$ cat config.mk
export PLATFORM = sky130hd
export DESIGN_NAME = interrupt_ctrl
export DESIGN_NICKNAME = d
export VERILOG_FILES = /design/src/rtl/interrupt_ctrl_pkg.sv /design/src/rtl/sync_edge_det.sv /design/src/rtl/interrupt_ctrl.sv
export SDC_FILE = /design/constraint.sdc
export NUM_CORES = 1
export LEC_CHECK = 0
export CAP_MARGIN = 20
export CELL_PAD_IN_SITES_DETAIL_PLACEMENT = 1
export CELL_PAD_IN_SITES_GLOBAL_PLACEMENT = 1
export CORE_AREA = 2 2 61 63
export CTS_BUF_LIST = sky130_fd_sc_hd__clkbuf_2 sky130_fd_sc_hd__clkbuf_4 sky130_fd_sc_hd__clkbuf_8
export DETAILED_ROUTE_END_ITERATION = 8
export DIE_AREA = 0 0 63 65
export PLACE_DENSITY = 0.78
export SLEW_MARGIN = 10
export SYNTH_ARGS = -nofsm -noshare
export SYNTH_HDL_FRONTEND = slang
export SYNTH_SLANG_ARGS = --single-unit
$ cat constraint.sdc
create_clock -name clock -period 1 [get_ports clock]
set_clock_uncertainty 0.15 [all_clocks]
set_input_delay 0.2 -clock clock [delete_from_list [all_inputs] [get_ports clock]]
set_output_delay 0.2 -clock clock [all_outputs]
set_load 0.005 [all_outputs]
$ cat src/rtl/interrupt_ctrl_pkg.sv
// Shared definitions for the interrupt controller.
// Holds the INTCON bit positions, the request state machine encoding and
// the default interrupt vector address.
package interrupt_ctrl_pkg;

    // INTCON bit positions
    localparam int GIE_BIT    = 7;
    localparam int PEIE_BIT   = 6;
    localparam int TMR0IE_BIT = 5;
    localparam int INTE_BIT   = 4;
    localparam int IOCIE_BIT  = 3;
    localparam int TMR0IF_BIT = 2;
    localparam int INTF_BIT   = 1;
    localparam int IOCIF_BIT  = 0;

    // OPTION_REG bit that selects the INT pin edge (1 = rising)
    localparam int INTEDG_BIT = 6;

    localparam logic [14:0] VECTOR_DEFAULT = 15'h0004;

    typedef enum logic [1:0] {
        IDLE    = 2'd0,
        REQ     = 2'd1,
        SERVICE = 2'd2
    } irq_state_t;

endpackage

$ cat src/rtl/sync_edge_det.sv
// N-stage synchronizer followed by a selectable-polarity edge detector.
// Ports:
//   clock, reset (async, active-low)
//   din     - asynchronous input
//   rising  - 1: pulse on synchronized 0->1, 0: pulse on synchronized 1->0
//   pulse   - single-cycle combinational pulse, valid in the cycle the
//             synchronized value differs from its previous sample
module sync_edge_det #(
    parameter int STAGES = 2
) (
    input  logic clock,
    input  logic reset,
    input  logic din,
    input  logic rising,
    output logic pulse
);

    logic [STAGES-1:0] sync_reg;
    logic              prev_reg;
    logic              sync_out;

    generate
        for (genvar gi = 0; gi < STAGES; gi++) begin : g_sync
            if (gi == 0) begin : g_first
                always_ff @(posedge clock or negedge reset) begin
                    if (!reset) sync_reg[gi] <= 1'b0;
                    else        sync_reg[gi] <= din;
                end
            end else begin : g_rest
                always_ff @(posedge clock or negedge reset) begin
                    if (!reset) sync_reg[gi] <= 1'b0;
                    else        sync_reg[gi] <= sync_reg[gi-1];
                end
            end
        end
    endgenerate

    assign sync_out = sync_reg[STAGES-1];

    always_ff @(posedge clock or negedge reset) begin
        if (!reset) prev_reg <= 1'b0;
        else        prev_reg <= sync_out;
    end

    // Combinational pulse so the consuming flag sets on the very next edge.
    assign pulse = rising ? (sync_out & ~prev_reg) : (~sync_out & prev_reg);

endmodule

$ cat src/rtl/interrupt_ctrl.sv
// Interrupt controller: INTCON register, flag capture, request FSM.
// Ports:
//   clock, reset (async, active-low)
//   tmr0_flag, int_pin, iocbf_any, periph_irq - interrupt sources
//   OPTION_REG_in  - bit 6 selects INT pin edge
//   intcon_we/intcon_wdata/intcon_rdata - CPU access to INTCON
//   irq_ack, retfie - CPU handshake
//   irq_req, vector_addr, wake - outputs to CPU / sleep logic
module interrupt_ctrl
    import interrupt_ctrl_pkg::*;
#(
    parameter logic [14:0] VECTOR      = VECTOR_DEFAULT,
    parameter int          SYNC_STAGES = 2
) (
    input  logic        clock,
    input  logic        reset,
    input  logic        tmr0_flag,
    input  logic        int_pin,
    input  logic        iocbf_any,
    input  logic        periph_irq,
    input  logic [7:0]  OPTION_REG_in,
    input  logic        intcon_we,
    input  logic [7:0]  intcon_wdata,
    output logic [7:0]  intcon_rdata,
    input  logic        irq_ack,
    input  logic        retfie,
    output logic        irq_req,
    output logic [14:0] vector_addr,
    output logic        wake
);

    logic gie_reg, peie_reg, tmr0ie_reg, inte_reg, iocie_reg;
    logic tmr0if_reg, intf_reg, iocif_reg;
    logic gie_next, peie_next, tmr0ie_next, inte_next, iocie_next;
    logic tmr0if_next, intf_next;
    logic tmr0_prev_reg;
    logic wake_reg;
    logic tmr0_rise;
    logic int_edge;
    logic pending;
    irq_state_t state_reg, state_next;

    // Bits not consumed by this block (other OPTION_REG fields, read-only IOCIF)
    logic unused_bits;
    assign unused_bits = ^{OPTION_REG_in[7], OPTION_REG_in[5:0], intcon_wdata[IOCIF_BIT]};

    sync_edge_det #(
        .STAGES (SYNC_STAGES)
    ) u_int_sync (
        .clock  (clock),
        .reset  (reset),
        .din    (int_pin),
        .rising (OPTION_REG_in[INTEDG_BIT]),
        .pulse  (int_edge)
    );

    assign tmr0_rise = tmr0_flag & ~tmr0_prev_reg;

    assign pending = (tmr0ie_reg & tmr0if_reg) | (inte_reg & intf_reg) |
                     (iocie_reg & iocif_reg)   | (peie_reg & periph_irq);

    // Register update: CPU write first, then hardware flag sets (so a set
    // beats a software clear), then RETFIE, then ack forcing GIE low last.
    always_comb begin
        gie_next    = gie_reg;
        peie_next   = peie_reg;
        tmr0ie_next = tmr0ie_reg;
        inte_next   = inte_reg;
        iocie_next  = iocie_reg;
        tmr0if_next = tmr0if_reg;
        intf_next   = intf_reg;
        if (intcon_we) begin
            gie_next    = intcon_wdata[GIE_BIT];
            peie_next   = intcon_wdata[PEIE_BIT];
            tmr0ie_next = intcon_wdata[TMR0IE_BIT];
            inte_next   = intcon_wdata[INTE_BIT];
            iocie_next  = intcon_wdata[IOCIE_BIT];
            tmr0if_next = intcon_wdata[TMR0IF_BIT];
            intf_next   = intcon_wdata[INTF_BIT];
        end
        if (tmr0_rise) tmr0if_next = 1'b1;
        if (int_edge)  intf_next   = 1'b1;
        if (retfie)    gie_next    = 1'b1;
        if (irq_ack)   gie_next    = 1'b0;
    end

    always_comb begin
        state_next = state_reg;
        irq_req    = 1'b0;
        case (state_reg)
            IDLE: begin
                if (gie_reg && pending) state_next = REQ;
            end
            REQ: begin
                irq_req = 1'b1;
                if (irq_ack)                     state_next = SERVICE;
                else if (!gie_next || !pending)  state_next = IDLE;
            end
            SERVICE: begin
                if (retfie) state_next = IDLE;
            end
            default: state_next = IDLE;
        endcase
    end

    always_ff @(posedge clock or negedge reset) begin
        if (!reset) begin
            gie_reg       <= 1'b0;
            peie_reg      <= 1'b0;
            tmr0ie_reg    <= 1'b0;
            inte_reg      <= 1'b0;
            iocie_reg     <= 1'b0;
            tmr0if_reg    <= 1'b0;
            intf_reg      <= 1'b0;
            iocif_reg     <= 1'b0;
            tmr0_prev_reg <= 1'b0;
            wake_reg      <= 1'b0;
            state_reg     <= IDLE;
        end else begin
            gie_reg       <= gie_next;
            peie_reg      <= peie_next;
            tmr0ie_reg    <= tmr0ie_next;
            inte_reg      <= inte_next;
            iocie_reg     <= iocie_next;
            tmr0if_reg    <= tmr0if_next;
            intf_reg      <= intf_next;
            iocif_reg     <= iocbf_any;
            tmr0_prev_reg <= tmr0_flag;
            wake_reg      <= pending;
            state_reg     <= state_next;
        end
    end

    assign intcon_rdata = {gie_reg, peie_reg, tmr0ie_reg, inte_reg,
                           iocie_reg, tmr0if_reg, intf_reg, iocif_reg};
    assign wake        = wake_reg;
    assign vector_addr = VECTOR;

endmodule

Word-level counts from Yosys, hierarchy flattened. Index checks and enable logic that the tools add are counted.

Register bits after elaboration: 15. Latch bits: 0. Memory bits (writable): 0. ROM bits: 0. Input bits: 25. Output and inout port bits: 25. Logic and storage cells: 54. Memories kept: 0.

$add $sub $neg: 0. Multiply operators: 0. Div/mod/pow operators: 0. Magnitude comparators: 0. Eq/ne operators: 5. Shift-type cells: 0. Mux-type cells: 14. Bitwise logic cells: 13. Reductions and logical operators: 8.

Operators by type and width (number): $mux 1 (9); $mux 2 (4); $and 1x1->1 (7); $pmux 2 s3 (1); $ne 2x2->1 const B (2); $reduce_bool 2->1 (2); $ne 3x3->1 const B (1); $not 1->1 (3); $or 1x1->1 (3); $reduce_and 3->1 (1); $eq 2x1->1 const B (1); $eq 2x2->1 const B (1); $logic_not 1->1 (2); $logic_not 2->1 (1); $logic_and 1x1->1 (1); $logic_or 1x1->1 (1).

Depth between registers and ports, before layout.
Depth after elaboration: 9. Gate-level depth with buffers: 4. Gate-level depth less buffers: 3.

Hierarchy. From an unflattened synthesis, not the netlist that was laid out.

Cell total of the unflattened synthesis: 68. Area total of the unflattened synthesis: 759.5 um^2.

Modules (own cells, without submodules): interrupt_ctrl (instances 1, cells each 62, area an instance 661.9 um^2, seq. area each 300.3 um^2); sync_edge_det (instances 1, cells each 6, area an instance 97.6 um^2, seq. area each 75.1 um^2).

Worst setup path before layout. No wires, ideal clock.

Path type: reg2reg. Start point: reg iocie_reg. End point: reg state_reg[0]. Library setup time: 0.120 ns. Arrival: 0.740 ns. Data required time: 0.730 ns. Path slack: -0.010 ns. Stages on the path, launching flop included: 4. Path buffers: 0. Clock period less this slack: 1.010 ns. Cell sequence: dfrtp_1 -> a22oi_1 -> nand2_1 -> and3_1.

Longest elaborated chain between the ends: 7. Elaborated cells on any way between the ends: 9. Classes of those cells: eq/ne (2); bitwise (3); reduce/logical (4).

Ends and longest elaborated chain: start: declaration (RTL line interrupt_ctrl.sv:32) `logic gie_reg, peie_reg, tmr0ie_reg, inte_reg, iocie_reg;`; start signal: assignment (RTL line interrupt_ctrl.sv:124) `iocie_reg <= iocie_next;`; $and 1x1->1 (*) (RTL line interrupt_ctrl.sv:60) `(iocie_reg & iocif_reg) | (peie_reg & periph_irq);`; $or 1x1->1 (*) (RTL line interrupt_ctrl.sv:59) `assign pending = (tmr0ie_reg & tmr0if_reg) | (inte_reg & intf_reg) |`; $or 1x1->1 (*) (RTL line interrupt_ctrl.sv:60); named net pending (RTL line interrupt_ctrl.sv:40) `logic pending;`; $logic_not 1->1 (RTL line interrupt_ctrl.sv:97) `else if (!gie_next || !pending) state_next = IDLE;`; $logic_or 1x1->1 (RTL line interrupt_ctrl.sv:97); $ne 3x3->1 (no line); $reduce_and 3->1 (no line) (*); end signal: assignment (RTL line interrupt_ctrl.sv:130) `state_reg <= state_next;`; end: declaration (RTL line interrupt_ctrl.sv:41) `irq_state_t state_reg, state_next;`.

The timed path passes the listed nets; every way through them passes the cells marked *. A chain may end at the register's enable or synchronous reset.

Worst setup path after layout.
Start point: reg state_reg[1]. End point: out irq_req.

Longest elaborated chain between the ends: 2.

Ends and longest elaborated chain: $eq 2x1->1 (RTL line interrupt_ctrl.sv:90) `case (state_reg)`; $mux 1 (RTL line interrupt_ctrl.sv:90); end: declaration (RTL line interrupt_ctrl.sv:27) `output logic irq_req,`.

Every way passes these cells.

==> implementation parameters <==
Parameter                              Value

Run status
  Result of the run ... finished, violations left
  Violated checks ... negative setup slack

STA
  Number of setup violations in the final report ... 18
  Count of pins over their slew limit ... 0
  Shortest period the worst path allows ... 1.27 ns
  Ratio of final minimum period to clock period ... 127%
  Smallest setup slack after layout ... -0.272 ns
  Setup repair after global routing missed its margin ... true
  Max Clock Freq ... roughly 790 MHz
  Final hold violation count ... 0

Cells and area
  Area growth from synthesis to layout ... 48.4%
  Max reg flops ... 2
  Share of post-route cells with drive strength above 1 ... 38.8%
  # diodes ... 0
  Net count of the finished layout ... 129
  Cell area after layout ... approximately 0.0011 mm^2
  Commonest cells after routing, fill and taps aside ... 15 x sky130_fd_sc_hd__conb_1, 15 x sky130_fd_sc_hd__dfrtp_1, 15 x sky130_fd_sc_hd__clkdlybuf4s50_1, 10 x sky130_fd_sc_hd__buf_6, 9 x sky130_fd_sc_hd__buf_2

Clocking
  Maximum count of clock buffers along a single path ... 2
  Clock tree from TritonCTS ... yes
  Clock insertion delay at the later pin of the skew report ... about 0.28 ns
  CTS H-Tree Depth ... 1
  Post-CTS Hold Fix Bufs ... 0
  Clock root buffer master ... sky130_fd_sc_hd__clkbuf_4
  Clock Sinks ... 15
  Reg clk slew, reported paths ... roughly 0.09 ns
  Number of buffers added by the clock tree synthesis step ... 3

Detailed routing
  Length of routed wiring on met1 ... ~530 um
  Vias post-DR ... between 500 and 600
  Drt first-iter violations ... 9
  Count of nets left with antenna violations after detail routing ... 0
  Number of detailed-route iterations in the first pass ... 2
  Wire length per cell after detailed routing ... approximately 11 um
  Met3 routed wirelength ... approximately 160 um
  Mean number of vias per cell ... approximately 3.6
  Met2 wirelength from detailed routing ... 956 um
  Top Metal Used ... met3
  Total wirelength of the detailed-routed design ... approximately 1.6 mm
  Final routed DRC violation total ... 0

Job
  Number of maximum-capacitance violations ... 0

Setup path
  Critical Path AT ... approximately 0.92 ns
  Setup slack, reg-to-reg ... -0.17 ns
  Required time at the worst-slack endpoint ... between 0.6 and 0.7 ns
  Critical path startpoint category ... flop
  Endpoint of the worst register-to-register path ... state_reg[0]
  Crit-path max FO ... 2
  Cells on worst reg2reg path ... 4
  Capturing element type of the critical path ... output port
  Setup CP Type ... flop to output port
  Reg2Reg Launch Point ... tmr0ie_reg

Floorplan
  Site row count ... 22
  Die Wd ... about 63 um
  Ports placed on the boundary ... 50
  Initial Utilization ... about 22%
  Die Y-Extent ... around 65 um
  Placeable core area ... approximately 0.0035 mm^2
  Die Area ... 0.00410 mm^2

Global routing
  Initial antenna violation count ... 0
  Wire length of the first global-routing pass ... between 2 and 3 mm
  Vias in the first global route ... about 600
  Total congestion overflow after global routing ... 0
  Pin count of the biggest net entering global routing ... 16
  All-layer global routing usage ... 8.88%

Synth
  Netlist Area Pre-Place ... approximately 750 um^2
  Number of register bits inferred by synthesis ... 15
  Yosys warning total ... 0
  Sequential area share after synthesis ... 49.9%
  Leading area contributor after synthesis ... sky130_fd_sc_hd__dfrtp_1
  Fraction of synthesized cell area taken by the top area cell type ... between 40 and 50%
  Gate count after technology mapping ... 68
  Post-synthesis cell type count ... 19
  Dominant cells by area after synthesis ... sky130_fd_sc_hd__dfrtp_1 50%, sky130_fd_sc_hd__buf_4 23%, sky130_fd_sc_hd__mux2_2 6.0%
  Post-Synthesis Mean Instance Area ... 11.1 um^2

Pwr
  Power per cell area ... around 1400 mW/mm^2
  Final Power ... between 1.5 and 2 mW
  VDD IR-drop max ... 0.845 mV
  Leak pwr ... around 0.53 nW

Place
  RePlAce Congestion ... between 0.7 and 0.8
  Area after detailed placement ... a little over 0.001 mm^2
  Detail Placement HPWL ... ~1.3 mm
  Number of buffers added on ports ... 26

Worst hold path
  Worst min path class ... input pin to async pin
[where the power goes]
part | switching [mW] | total (mW) | leakage (nW) | internal (mW)
Sequential | 0.0429 | 0.715 | 0.175 | 0.672
Clock | 0.188 | 0.336 | 0.0177 | 0.148
Combinational | 0.164 | 0.463 | 0.333 | 0.299
[how the worst max path moves through the flow]
stage,start,end,slack [ns],cells after the start
final,state_reg[1],irq_req,-0.27,2
after global routing,state_reg[1],irq_req,-0.34,2
after CTS,state_reg[1],irq_req,-0.30,2
after detailed placement,intcon_we,inte_reg,-0.49,3
after global placement,intcon_we,peie_reg,-0.46,3
after floorplan,tmr0ie_reg,state_reg[0],-0.006,3
[per-layer routing]
layer  global-route usage (%)  up-vias
met3                     4.86        0
met4                    0.833        0
li1                         -      253
met2                     18.5       27
met5                        0        -
met1                     7.42      259
[cells in the mapped netlist]
| cell type | number |
|---|---|
| sky130_fd_sc_hd__a22o_1 | 1 |
| sky130_fd_sc_hd__dfrtp_1 | 15 |
| sky130_fd_sc_hd__nor2_1 | 3 |
| sky130_fd_sc_hd__o211ai_1 | 1 |
| sky130_fd_sc_hd__o21ai_1 | 1 |
| sky130_fd_sc_hd__inv_1 | 2 |
| sky130_fd_sc_hd__nand2_1 | 3 |
| sky130_fd_sc_hd__and3_1 | 1 |
| sky130_fd_sc_hd__mux2_2 | 4 |
| sky130_fd_sc_hd__buf_4 | 23 |
| sky130_fd_sc_hd__a211oi_1 | 1 |
| sky130_fd_sc_hd__mux2i_1 | 2 |
| sky130_fd_sc_hd__buf_6 | 1 |
| sky130_fd_sc_hd__o21ai_0 | 2 |
| sky130_fd_sc_hd__nor2b_1 | 2 |
| sky130_fd_sc_hd__a22oi_1 | 2 |
| sky130_fd_sc_hd__conb_1 | 2 |
| sky130_fd_sc_hd__a21oi_1 | 1 |
| sky130_fd_sc_hd__nor3b_2 | 1 |
[worst max-delay path, stage by stage (launching register included)]
cell and delay (ns):
sky130_fd_sc_hd__dfrtp_1 0.41, sky130_fd_sc_hd__nor2b_4 0.12, sky130_fd_sc_hd__buf_2 0.12
[cells by family after synthesis]
logic type,share of synthesized area (%)
buffers and inverters,25.5
flip-flops,49.9
AND/OR/NAND/NOR,7.15
AO/OA/AOI/OAI,7.82
multiplexers,8.65
other,0.999
[metrics by stage]
| step | setup WS, ns | hold WS, ns | std cells | util (%) | setup TNS [ns] |
|---|---|---|---|---|---|
| floorplan | -0.00620 | -0.246 | 81 | - | -0.00964 |
| global placement | -0.460 | 0.186 | 140 | 29.1 | -6.04 |
| detailed placement | -0.487 | 0.191 | 140 | 29.1 | -6.31 |
| CTS | -0.301 | 0.0756 | 151 | 31.5 | -2.56 |
| global route | -0.340 | 0.0755 | 151 | 31.9 | -3.13 |
| finish | -0.272 | 0.0914 | 151 | 31.9 | -2.27 |
[final cells by class]
class                      count  area, um^2
inverter                       2        7.51
sequential                    15         375
clock inverter                 1        5.00
fill                         424        2380
timing repair buffer          42         382
tap                           48        60.1
clock buffer                   3        22.5
multi-input combinational     40         264
[repair_timing]
action	CTS	global route
gates resized for setup	55	4
setup endpoints to repair	20	20
setup buffers	10	0
pin swaps	7	5
(Power assumes the default switching activity.)
